<file path="src/rtl/dmi_tl_pkg.sv">
// Shared encodings for the DMI-to-TileLink-UL bridge: DMI ops/responses,
// TileLink opcodes and the bridge state enum.
package dmi_tl_pkg;

    localparam logic [1:0] DMI_OP_NOP   = 2'd0;
    localparam logic [1:0] DMI_OP_READ  = 2'd1;
    localparam logic [1:0] DMI_OP_WRITE = 2'd2;

    localparam logic [1:0] DMI_RESP_OK     = 2'd0;
    localparam logic [1:0] DMI_RESP_FAILED = 2'd2;

    localparam logic [2:0] TL_GET             = 3'd4;
    localparam logic [2:0] TL_PUT_FULL        = 3'd0;
    localparam logic [2:0] TL_ACCESS_ACK      = 3'd0;
    localparam logic [2:0] TL_ACCESS_ACK_DATA = 3'd1;

    typedef enum logic [2:0] {
        ST_IDLE   = 3'd0,
        ST_A_REQ  = 3'd1,
        ST_D_WAIT = 3'd2,
        ST_RESP   = 3'd3,
        ST_DRAIN  = 3'd4
    } state_t;

endpackage

</file>
<file path="src/rtl/dmi_to_tl_bridge_if.sv">
// Bus bundle of the bridge: DMI request/response plus TileLink A/D channels.
// Every channel uses valid/ready: a beat transfers on the rising clock edge
// where both are high; valid never depends on ready and the bits are held
// stable while valid is high and ready is low.
interface dmi_to_tl_bridge_if;
    logic        io_dmi_req_valid;
    logic        io_dmi_req_ready;
    logic [6:0]  io_dmi_req_bits_addr;
    logic [31:0] io_dmi_req_bits_data;
    logic [1:0]  io_dmi_req_bits_op;
    logic        io_dmi_resp_valid;
    logic        io_dmi_resp_ready;
    logic [31:0] io_dmi_resp_bits_data;
    logic [1:0]  io_dmi_resp_bits_resp;
    logic        auto_out_a_ready;
    logic        auto_out_a_valid;
    logic [2:0]  auto_out_a_bits_opcode;
    logic [8:0]  auto_out_a_bits_address;
    logic [31:0] auto_out_a_bits_data;
    logic        auto_out_d_ready;
    logic        auto_out_d_valid;
    logic [2:0]  auto_out_d_bits_opcode;
    logic [1:0]  auto_out_d_bits_param;
    logic [1:0]  auto_out_d_bits_size;
    logic        auto_out_d_bits_source;
    logic        auto_out_d_bits_sink;
    logic        auto_out_d_bits_denied;
    logic [31:0] auto_out_d_bits_data;
    logic        auto_out_d_bits_corrupt;

    // Bridge side.
    modport slave (
        input  io_dmi_req_valid, io_dmi_req_bits_addr, io_dmi_req_bits_data,
               io_dmi_req_bits_op, io_dmi_resp_ready, auto_out_a_ready,
               auto_out_d_valid, auto_out_d_bits_opcode, auto_out_d_bits_param,
               auto_out_d_bits_size, auto_out_d_bits_source, auto_out_d_bits_sink,
               auto_out_d_bits_denied, auto_out_d_bits_data, auto_out_d_bits_corrupt,
        output io_dmi_req_ready, io_dmi_resp_valid, io_dmi_resp_bits_data,
               io_dmi_resp_bits_resp, auto_out_a_valid, auto_out_a_bits_opcode,
               auto_out_a_bits_address, auto_out_a_bits_data, auto_out_d_ready
    );

    // Environment side: DMI host plus downstream TileLink slave.
    modport master (
        output io_dmi_req_valid, io_dmi_req_bits_addr, io_dmi_req_bits_data,
               io_dmi_req_bits_op, io_dmi_resp_ready, auto_out_a_ready,
               auto_out_d_valid, auto_out_d_bits_opcode, auto_out_d_bits_param,
               auto_out_d_bits_size, auto_out_d_bits_source, auto_out_d_bits_sink,
               auto_out_d_bits_denied, auto_out_d_bits_data, auto_out_d_bits_corrupt,
        input  io_dmi_req_ready, io_dmi_resp_valid, io_dmi_resp_bits_data,
               io_dmi_resp_bits_resp, auto_out_a_valid, auto_out_a_bits_opcode,
               auto_out_a_bits_address, auto_out_a_bits_data, auto_out_d_ready
    );
endinterface

</file>
<file path="src/rtl/dmi_tl_timeout.sv">
// Saturating D-wait counter; o_expired flags the last allowed wait cycle.
// TIMEOUT_CYCLES = 0 disables expiry entirely.
module dmi_tl_timeout #(
    parameter int unsigned TIMEOUT_CYCLES = 1024
) (
    input  logic clock,
    input  logic reset,
    input  logic i_clear,
    input  logic i_en,
    output logic o_expired
);
    localparam int unsigned LIMIT = (TIMEOUT_CYCLES == 0) ? 0 : TIMEOUT_CYCLES - 1;
    localparam int CW = (LIMIT > 0) ? $clog2(LIMIT + 1) : 1;

    logic [CW-1:0] r_cnt;

    always_ff @(posedge clock or negedge reset) begin
        if (!reset) begin
            r_cnt <= '0;
        end else if (i_clear) begin
            r_cnt <= '0;
        end else if (i_en && (r_cnt != CW'(LIMIT))) begin
            r_cnt <= r_cnt + 1'b1;
        end
    end

    assign o_expired = (TIMEOUT_CYCLES != 0) && i_en && (r_cnt == CW'(LIMIT));
endmodule

</file>
<file path="src/rtl/dmi_to_tl_bridge.sv">
// DMI to single-beat TileLink-UL bridge with one outstanding request,
// a D-channel response timeout and draining of late replies.
module dmi_to_tl_bridge
    import dmi_tl_pkg::*;
#(
    parameter int unsigned TIMEOUT_CYCLES = 1024
) (
    input  logic                 clock,
    input  logic                 reset,
    dmi_to_tl_bridge_if.slave    bus,
    output state_t               o_dbg_state
);
    state_t      r_state, w_next;
    logic        r_drain_pend;
    logic [2:0]  r_a_opcode;
    logic [8:0]  r_a_addr;
    logic [31:0] r_a_data;
    logic [31:0] r_resp_data;
    logic [1:0]  r_resp_code;

    logic        w_req_fire, w_a_fire, w_d_fire, w_resp_fire, w_d_ready, w_expired;
    logic        w_load_a, w_load_resp, w_drain_set, w_drain_clr;
    logic [31:0] w_resp_data_n;
    logic [1:0]  w_resp_code_n;
    logic        w_unused_d;

    assign w_unused_d = ^{bus.auto_out_d_bits_param, bus.auto_out_d_bits_size,
                          bus.auto_out_d_bits_source, bus.auto_out_d_bits_sink};

    assign w_d_ready   = (r_state == ST_D_WAIT) || (r_state == ST_DRAIN) ||
                         ((r_state == ST_RESP) && r_drain_pend);
    assign w_req_fire  = bus.io_dmi_req_valid && (r_state == ST_IDLE);
    assign w_a_fire    = bus.auto_out_a_ready && (r_state == ST_A_REQ);
    assign w_d_fire    = bus.auto_out_d_valid && w_d_ready;
    assign w_resp_fire = bus.io_dmi_resp_ready && (r_state == ST_RESP);

    dmi_tl_timeout #(.TIMEOUT_CYCLES(TIMEOUT_CYCLES)) u_timeout (
        .clock     (clock),
        .reset     (reset),
        .i_clear   (w_a_fire),
        .i_en      (r_state == ST_D_WAIT),
        .o_expired (w_expired)
    );

    always_ff @(posedge clock or negedge reset) begin
        if (!reset) begin
            r_state <= ST_IDLE;
        end else begin
            r_state <= w_next;
        end
    end

    always_comb begin
        w_next        = r_state;
        w_load_a      = 1'b0;
        w_load_resp   = 1'b0;
        w_drain_set   = 1'b0;
        w_drain_clr   = 1'b0;
        w_resp_data_n = '0;
        w_resp_code_n = DMI_RESP_OK;
        case (r_state)
            ST_IDLE: begin
                if (w_req_fire) begin
                    if ((bus.io_dmi_req_bits_op == DMI_OP_READ) ||
                        (bus.io_dmi_req_bits_op == DMI_OP_WRITE)) begin
                        w_next   = ST_A_REQ;
                        w_load_a = 1'b1;
                    end else begin
                        w_next      = ST_RESP;
                        w_load_resp = 1'b1;
                    end
                end
            end
            ST_A_REQ: begin
                if (w_a_fire) w_next = ST_D_WAIT;
            end
            ST_D_WAIT: begin
                // A reply in the expiry cycle still wins over the timeout.
                if (w_d_fire) begin
                    w_next      = ST_RESP;
                    w_load_resp = 1'b1;
                    if (bus.auto_out_d_bits_denied || bus.auto_out_d_bits_corrupt)
                        w_resp_code_n = DMI_RESP_FAILED;
                    if (bus.auto_out_d_bits_opcode == TL_ACCESS_ACK_DATA)
                        w_resp_data_n = bus.auto_out_d_bits_data;
                end else if (w_expired) begin
                    w_next        = ST_RESP;
                    w_load_resp   = 1'b1;
                    w_resp_code_n = DMI_RESP_FAILED;
                    w_drain_set   = 1'b1;
                end
            end
            ST_RESP: begin
                if (w_d_fire) w_drain_clr = 1'b1;
                if (w_resp_fire)
                    w_next = (r_drain_pend && !w_d_fire) ? ST_DRAIN : ST_IDLE;
            end
            ST_DRAIN: begin
                if (w_d_fire) begin
                    w_next      = ST_IDLE;
                    w_drain_clr = 1'b1;
                end
            end
            default: w_next = ST_IDLE;
        endcase
    end

    always_ff @(posedge clock or negedge reset) begin
        if (!reset) begin
            r_drain_pend <= 1'b0;
            r_a_opcode   <= '0;
            r_a_addr     <= '0;
            r_a_data     <= '0;
            r_resp_data  <= '0;
            r_resp_code  <= '0;
        end else begin
            if (w_drain_set)      r_drain_pend <= 1'b1;
            else if (w_drain_clr) r_drain_pend <= 1'b0;
            if (w_load_a) begin
                r_a_opcode <= (bus.io_dmi_req_bits_op == DMI_OP_READ) ? TL_GET : TL_PUT_FULL;
                r_a_addr   <= {bus.io_dmi_req_bits_addr, 2'b00};
                r_a_data   <= (bus.io_dmi_req_bits_op == DMI_OP_WRITE) ?
                              bus.io_dmi_req_bits_data : 32'd0;
            end
            if (w_load_resp) begin
                r_resp_data <= w_resp_data_n;
                r_resp_code <= w_resp_code_n;
            end
        end
    end

    assign bus.io_dmi_req_ready        = (r_state == ST_IDLE);
    assign bus.auto_out_a_valid        = (r_state == ST_A_REQ);
    assign bus.auto_out_a_bits_opcode  = r_a_opcode;
    assign bus.auto_out_a_bits_address = r_a_addr;
    assign bus.auto_out_a_bits_data    = r_a_data;
    assign bus.auto_out_d_ready        = w_d_ready;
    assign bus.io_dmi_resp_valid       = (r_state == ST_RESP);
    assign bus.io_dmi_resp_bits_data   = r_resp_data;
    assign bus.io_dmi_resp_bits_resp   = r_resp_code;
    assign o_dbg_state                 = r_state;
endmodule

</file>
<file path="src/flat_wrapper.sv">
// flat-port wrapper written by rule: the top's interface ports become plain ports
module dmi_to_tl_bridge_flat import dmi_tl_pkg::*;
#(
    parameter int unsigned TIMEOUT_CYCLES = 1024
)
  (clock, reset, o_dbg_state, bus_io_dmi_req_valid, bus_io_dmi_req_bits_addr, bus_io_dmi_req_bits_data, bus_io_dmi_req_bits_op, bus_io_dmi_resp_ready, bus_auto_out_a_ready, bus_auto_out_d_valid, bus_auto_out_d_bits_opcode, bus_auto_out_d_bits_param, bus_auto_out_d_bits_size, bus_auto_out_d_bits_source, bus_auto_out_d_bits_sink, bus_auto_out_d_bits_denied, bus_auto_out_d_bits_data, bus_auto_out_d_bits_corrupt, bus_io_dmi_req_ready, bus_io_dmi_resp_valid, bus_io_dmi_resp_bits_data, bus_io_dmi_resp_bits_resp, bus_auto_out_a_valid, bus_auto_out_a_bits_opcode, bus_auto_out_a_bits_address, bus_auto_out_a_bits_data, bus_auto_out_d_ready);
  dmi_to_tl_bridge_if bus_i ();
  input  logic clock;
  input  logic reset;
  output state_t o_dbg_state;
  input wire logic [$bits(bus_i.io_dmi_req_valid)-1:0] bus_io_dmi_req_valid;
  input wire logic [$bits(bus_i.io_dmi_req_bits_addr)-1:0] bus_io_dmi_req_bits_addr;
  input wire logic [$bits(bus_i.io_dmi_req_bits_data)-1:0] bus_io_dmi_req_bits_data;
  input wire logic [$bits(bus_i.io_dmi_req_bits_op)-1:0] bus_io_dmi_req_bits_op;
  input wire logic [$bits(bus_i.io_dmi_resp_ready)-1:0] bus_io_dmi_resp_ready;
  input wire logic [$bits(bus_i.auto_out_a_ready)-1:0] bus_auto_out_a_ready;
  input wire logic [$bits(bus_i.auto_out_d_valid)-1:0] bus_auto_out_d_valid;
  input wire logic [$bits(bus_i.auto_out_d_bits_opcode)-1:0] bus_auto_out_d_bits_opcode;
  input wire logic [$bits(bus_i.auto_out_d_bits_param)-1:0] bus_auto_out_d_bits_param;
  input wire logic [$bits(bus_i.auto_out_d_bits_size)-1:0] bus_auto_out_d_bits_size;
  input wire logic [$bits(bus_i.auto_out_d_bits_source)-1:0] bus_auto_out_d_bits_source;
  input wire logic [$bits(bus_i.auto_out_d_bits_sink)-1:0] bus_auto_out_d_bits_sink;
  input wire logic [$bits(bus_i.auto_out_d_bits_denied)-1:0] bus_auto_out_d_bits_denied;
  input wire logic [$bits(bus_i.auto_out_d_bits_data)-1:0] bus_auto_out_d_bits_data;
  input wire logic [$bits(bus_i.auto_out_d_bits_corrupt)-1:0] bus_auto_out_d_bits_corrupt;
  output wire logic [$bits(bus_i.io_dmi_req_ready)-1:0] bus_io_dmi_req_ready;
  output wire logic [$bits(bus_i.io_dmi_resp_valid)-1:0] bus_io_dmi_resp_valid;
  output wire logic [$bits(bus_i.io_dmi_resp_bits_data)-1:0] bus_io_dmi_resp_bits_data;
  output wire logic [$bits(bus_i.io_dmi_resp_bits_resp)-1:0] bus_io_dmi_resp_bits_resp;
  output wire logic [$bits(bus_i.auto_out_a_valid)-1:0] bus_auto_out_a_valid;
  output wire logic [$bits(bus_i.auto_out_a_bits_opcode)-1:0] bus_auto_out_a_bits_opcode;
  output wire logic [$bits(bus_i.auto_out_a_bits_address)-1:0] bus_auto_out_a_bits_address;
  output wire logic [$bits(bus_i.auto_out_a_bits_data)-1:0] bus_auto_out_a_bits_data;
  output wire logic [$bits(bus_i.auto_out_d_ready)-1:0] bus_auto_out_d_ready;
  assign bus_i.io_dmi_req_valid = bus_io_dmi_req_valid;
  assign bus_i.io_dmi_req_bits_addr = bus_io_dmi_req_bits_addr;
  assign bus_i.io_dmi_req_bits_data = bus_io_dmi_req_bits_data;
  assign bus_i.io_dmi_req_bits_op = bus_io_dmi_req_bits_op;
  assign bus_i.io_dmi_resp_ready = bus_io_dmi_resp_ready;
  assign bus_i.auto_out_a_ready = bus_auto_out_a_ready;
  assign bus_i.auto_out_d_valid = bus_auto_out_d_valid;
  assign bus_i.auto_out_d_bits_opcode = bus_auto_out_d_bits_opcode;
  assign bus_i.auto_out_d_bits_param = bus_auto_out_d_bits_param;
  assign bus_i.auto_out_d_bits_size = bus_auto_out_d_bits_size;
  assign bus_i.auto_out_d_bits_source = bus_auto_out_d_bits_source;
  assign bus_i.auto_out_d_bits_sink = bus_auto_out_d_bits_sink;
  assign bus_i.auto_out_d_bits_denied = bus_auto_out_d_bits_denied;
  assign bus_i.auto_out_d_bits_data = bus_auto_out_d_bits_data;
  assign bus_i.auto_out_d_bits_corrupt = bus_auto_out_d_bits_corrupt;
  assign bus_io_dmi_req_ready = bus_i.io_dmi_req_ready;
  assign bus_io_dmi_resp_valid = bus_i.io_dmi_resp_valid;
  assign bus_io_dmi_resp_bits_data = bus_i.io_dmi_resp_bits_data;
  assign bus_io_dmi_resp_bits_resp = bus_i.io_dmi_resp_bits_resp;
  assign bus_auto_out_a_valid = bus_i.auto_out_a_valid;
  assign bus_auto_out_a_bits_opcode = bus_i.auto_out_a_bits_opcode;
  assign bus_auto_out_a_bits_address = bus_i.auto_out_a_bits_address;
  assign bus_auto_out_a_bits_data = bus_i.auto_out_a_bits_data;
  assign bus_auto_out_d_ready = bus_i.auto_out_d_ready;
  dmi_to_tl_bridge #(.TIMEOUT_CYCLES(TIMEOUT_CYCLES)) u_core (.clock(clock), .reset(reset), .bus(bus_i), .o_dbg_state(o_dbg_state));
endmodule
</file>
<file path="config.mk">
export PLATFORM = sky130hd
export DESIGN_NAME = dmi_to_tl_bridge_flat
export DESIGN_NICKNAME = d
export VERILOG_FILES = /design/src/rtl/dmi_tl_pkg.sv /design/src/rtl/dmi_to_tl_bridge_if.sv /design/src/rtl/dmi_tl_timeout.sv /design/src/rtl/dmi_to_tl_bridge.sv /design/src/flat_wrapper.sv
export SDC_FILE = /design/constraint.sdc
export NUM_CORES = 1
export LEC_CHECK = 0
export ABC_AREA = 1
export CELL_PAD_IN_SITES_DETAIL_PLACEMENT = 0
export CELL_PAD_IN_SITES_GLOBAL_PLACEMENT = 1
export CORE_MARGIN = 4
export CORE_UTILIZATION = 27
export DETAILED_ROUTE_END_ITERATION = 16
export PLACE_DENSITY = 0.82
export SLEW_MARGIN = 20
export SYNTH_ARGS = -nofsm -noshare
export SYNTH_HDL_FRONTEND = slang
export SYNTH_SLANG_ARGS = --single-unit
</file>
<file path="constraint.sdc">
create_clock -name clock -period 1.5 [get_ports clock]
set_input_delay 0.3 -clock clock [delete_from_list [all_inputs] [get_ports clock]]
set_output_delay 0.3 -clock clock [all_outputs]
set_load 0.005 [all_outputs]
</file>
==> metrics.cfg <==
[run_status]
outcome=complete, but fails checks
violations=negative setup slack

[yosys]
synth_top_cell_area_share_pct=56.1
ys_seq_area_share_pct=56.1
syn_inst=453
yosys-top-cells-area=dfrtp_1, inv_1, o21ai_0, nand2_1, nand3_1
yosys.cell_count.top_type=inv_1
synth_cell_types=25
avgSynthCellArea_um2=8.57
synth_ff_type=dfrtp_1
synth_enable_flop_cells=0
async_flop_share_pct=100
synth_commonest_cells=inv_1, dfrtp_1, nand2_1, o21ai_0, nand3_1
yosysWarnings=0
yosysTopAreaCell=dfrtp_1
synth_area_um2=3880
ys_ff_latch=87

[floorplan]
fp.dieH_um=128
dieArea_um2=16400
start_util_pct=27.8
die_w_um=128
rows=43
coreArea_um2=14000
ioPinCount=175

[setup_path]
crit_chain=buf_6, nor2_4, nand2_4, buf_6, inv_4, nand4_1, nand3_4, clkbuf_16, o21ai_2
cp_common_cell=buf_6
path_buf_inv=4
slowest_stage=dfrtp_2
crit_path_end_kind=flop
critPathMaxStageDelay_ns=0.43
reg2reg_slack_ns=-0.24
critPathArrivalTime_ns=1.97
crit_family=simple AND/OR/NAND/NOR gates
crit_type=flop to flop
cp.required_ns=1.73
critPathMaxFanout=8
critPathLaunchType=flop

[power_and_ir_drop]
p_leak_nw=3.70
vdd_drop_max_mv=0.566
power.density_nw_per_um2=1530

[place]
placedCellCount=803
port_buffers=163
place.gp.congestion=0.793
dpl.hpwl_mm=7.95
dpl_cell_area_um2=5870

[flow_run]
max-cap-violations=0

[clocking]
clock_latency_ns=0.34
clockRootBuffer=clkbuf_16
clock-sinks=87
clk_pin_slew_ns=0.06
cts_buffers=9
cts_tree=yes
hold_buffers=0
cts_buffer_depth=2
htreeDepth=3

[routing]
ant_nets=0
routedWlPerCell_um=15.9
num_vias=3898
viasPerCell=4.54
drc=0
wirelength_mm=13.7
first_pass_iters=4
drt_iter0_markers=226

[min_path]
hold_path.class=input port to async pin

[final_layout]
final_nets=768
area_delta_synth_final_pct=90.4
stdcell_count=859
diodes=0
final_cell_area_um2=7390
utilization_pct=52.8
drive_above_1_share_pct=33.6

[sta]
period_needed_ns=1.74
finClkSkew_ns=0.00554
fin_ws_ns=-0.245
hold_viol=0
finalMaxSlewViolations=0
rsz0062_at_grt=yes
setup_viol=91
fin_crit_sh_pct=116
fmax_mhz=573

[grt]
grt_pass1_vias=3759
grt_usage_pct=14.2
antenna_found_initial=0
grt_pass1_wl_mm=18.8
grt_max_degree=88
grt-ovfl-total=0

==> cell families (layout without fill, tap and decap cells) <==
logic type,after synthesis,after routing,synth area share (%)
DFF,87,87,56.1
buffers and inverters,119,340,12.8
AOI/OAI and AO/OA,82,82,10.6
xor gates and xnor gates,2,2,0.451
adders and majority gates,3,3,0.967
and+or+nand+nor,159,160,19.0
other,1,5,0.0966
==> report_power, final <==
part           internal [mW]  switching, mW  leakage [nW]  total [mW]
registers               3.14          0.449          1.16        3.59
clock network           1.16          0.913         0.125        2.07
logic                   3.03           2.63          2.42        5.66
total                   7.32           4.00          3.70        11.3
==> per-stage QoR <==
stage          setup TNS [ns]  setup slack (ns)  total power [mW]  hold slack [ns]
2_1_floorplan               0           0.00247              4.92          0.00441
3_3_place_gp           -35.98            -0.552              7.43            0.379
3_5_place_dp           -39.98            -0.629              7.52            0.389
4_1_cts                -11.88            -0.210              9.90           0.0219
5_1_grt                -21.72            -0.331              12.0           0.0399
6_report               -15.36            -0.245              11.3           0.0122
==> layout make-up <==
| cell class | instances | area, um^2 |
|---|---|---|
| Clock inverter | 3 | 20.0 |
| Multi-Input combinational cell | 252 | 1900 |
| Timing Repair Buffer | 229 | 2450 |
| Fill cell | 1207 | 6600 |
| Clock buffer | 12 | 246 |
| Inverter | 96 | 373 |
| Sequential cell | 87 | 2180 |
| Tap cell | 180 | 225 |
==> worst paths after layout <==
kind / from / to / cells past startpoint
worst max-delay path: u_core.o_dbg_state[2] / u_core.bus.io_dmi_resp_bits_data[0] / 9
min in group clock: bus_io_dmi_req_bits_op[0] / u_core.bus.auto_out_a_bits_opcode[2] / 4
max in group asynchronous: reset / u_core.o_dbg_state[2] / 2
worst min-delay path: reset / u_core.bus.auto_out_a_bits_data[14] / 2
worst max register to register: u_core.o_dbg_state[2] / u_core.bus.io_dmi_resp_bits_data[0] / 9
worst min register to register: u_core.bus.auto_out_a_bits_data[4] / u_core.bus.auto_out_a_bits_data[4] / 2
==> worst reg2reg max path: stages, from the launching register on <==
cell,delay [ns]
dfrtp_2,0.43
buf_6,0.14
nor2_4,0.13
nand2_4,0.06
buf_6,0.12
inv_4,0.04
nand4_1,0.16
nand3_4,0.27
clkbuf_16,0.22
o21ai_2,0.06
==> layer usage <==
layer  track usage [%]  share of wire [%]  vias to the layer above
met4              5.99                2.6                        0
met5                 0                  0                        -
li1                  -                  -                     1857
met3              3.79                5.7                       27
met1              17.7                 41                     1881
met2              23.3                 51                      133
==> cells in the final DEF (no fill, tap or decap), types with 2 or more instances in the layout <==
| cell type | instances |
|---|---|
| inv_1 | 90 |
| dfrtp_1 | 85 |
| clkdlybuf4s50_1 | 81 |
| nand2_1 | 61 |
| o21ai_2 | 61 |
| dlygate4sd2_1 | 58 |
| buf_4 | 31 |
| nand3_2 | 30 |
| buf_6 | 22 |
| clkbuf_16 | 17 |
| dlymetal6s2s_1 | 16 |
| o21ai_1 | 15 |
| nand2_4 | 10 |
| nor2_1 | 10 |
| nand4_1 | 10 |
| nand2_2 | 9 |
| nand3_4 | 6 |
| buf_12 | 6 |
| nor2_4 | 5 |
| nand3_1 | 5 |
| conb_1 | 5 |
| nor3_1 | 4 |
| inv_2 | 3 |
| nand2_8 | 3 |
| buf_16 | 3 |
| inv_4 | 2 |
| nor2_2 | 2 |
| o21ai_0 | 2 |
| xor2_1 | 2 |
| a21oi_1 | 2 |
| nor4_4 | 2 |
| clkinvlp_4 | 2 |
| clkbuf_1 | 2 |
| buf_8 | 2 |
| dfrtp_2 | 2 |
==> repair_timing <==
item	4_1_cts	5_1_grt
pin swaps	4	18
cloned	4	12
endpoints found under the setup margin	145	108
buffers inserted	18	10
gates resized for setup	128	237
==> sequential cells by signal (all words and copies together) (netlist names) <==
signal / count
u_core.r_drain_pend: 1
u_core.bus.auto_out_a_bits_data: 32
u_core.o_dbg_state: 3
u_core.bus.auto_out_a_bits_opcode: 1
u_core.bus.auto_out_a_bits_address: 7
u_core.bus.io_dmi_resp_bits_resp: 1
u_core.u_timeout.r_cnt: 10
u_core.bus.io_dmi_resp_bits_data: 32
No activity file was read; power rests on OpenSTA's default activity.
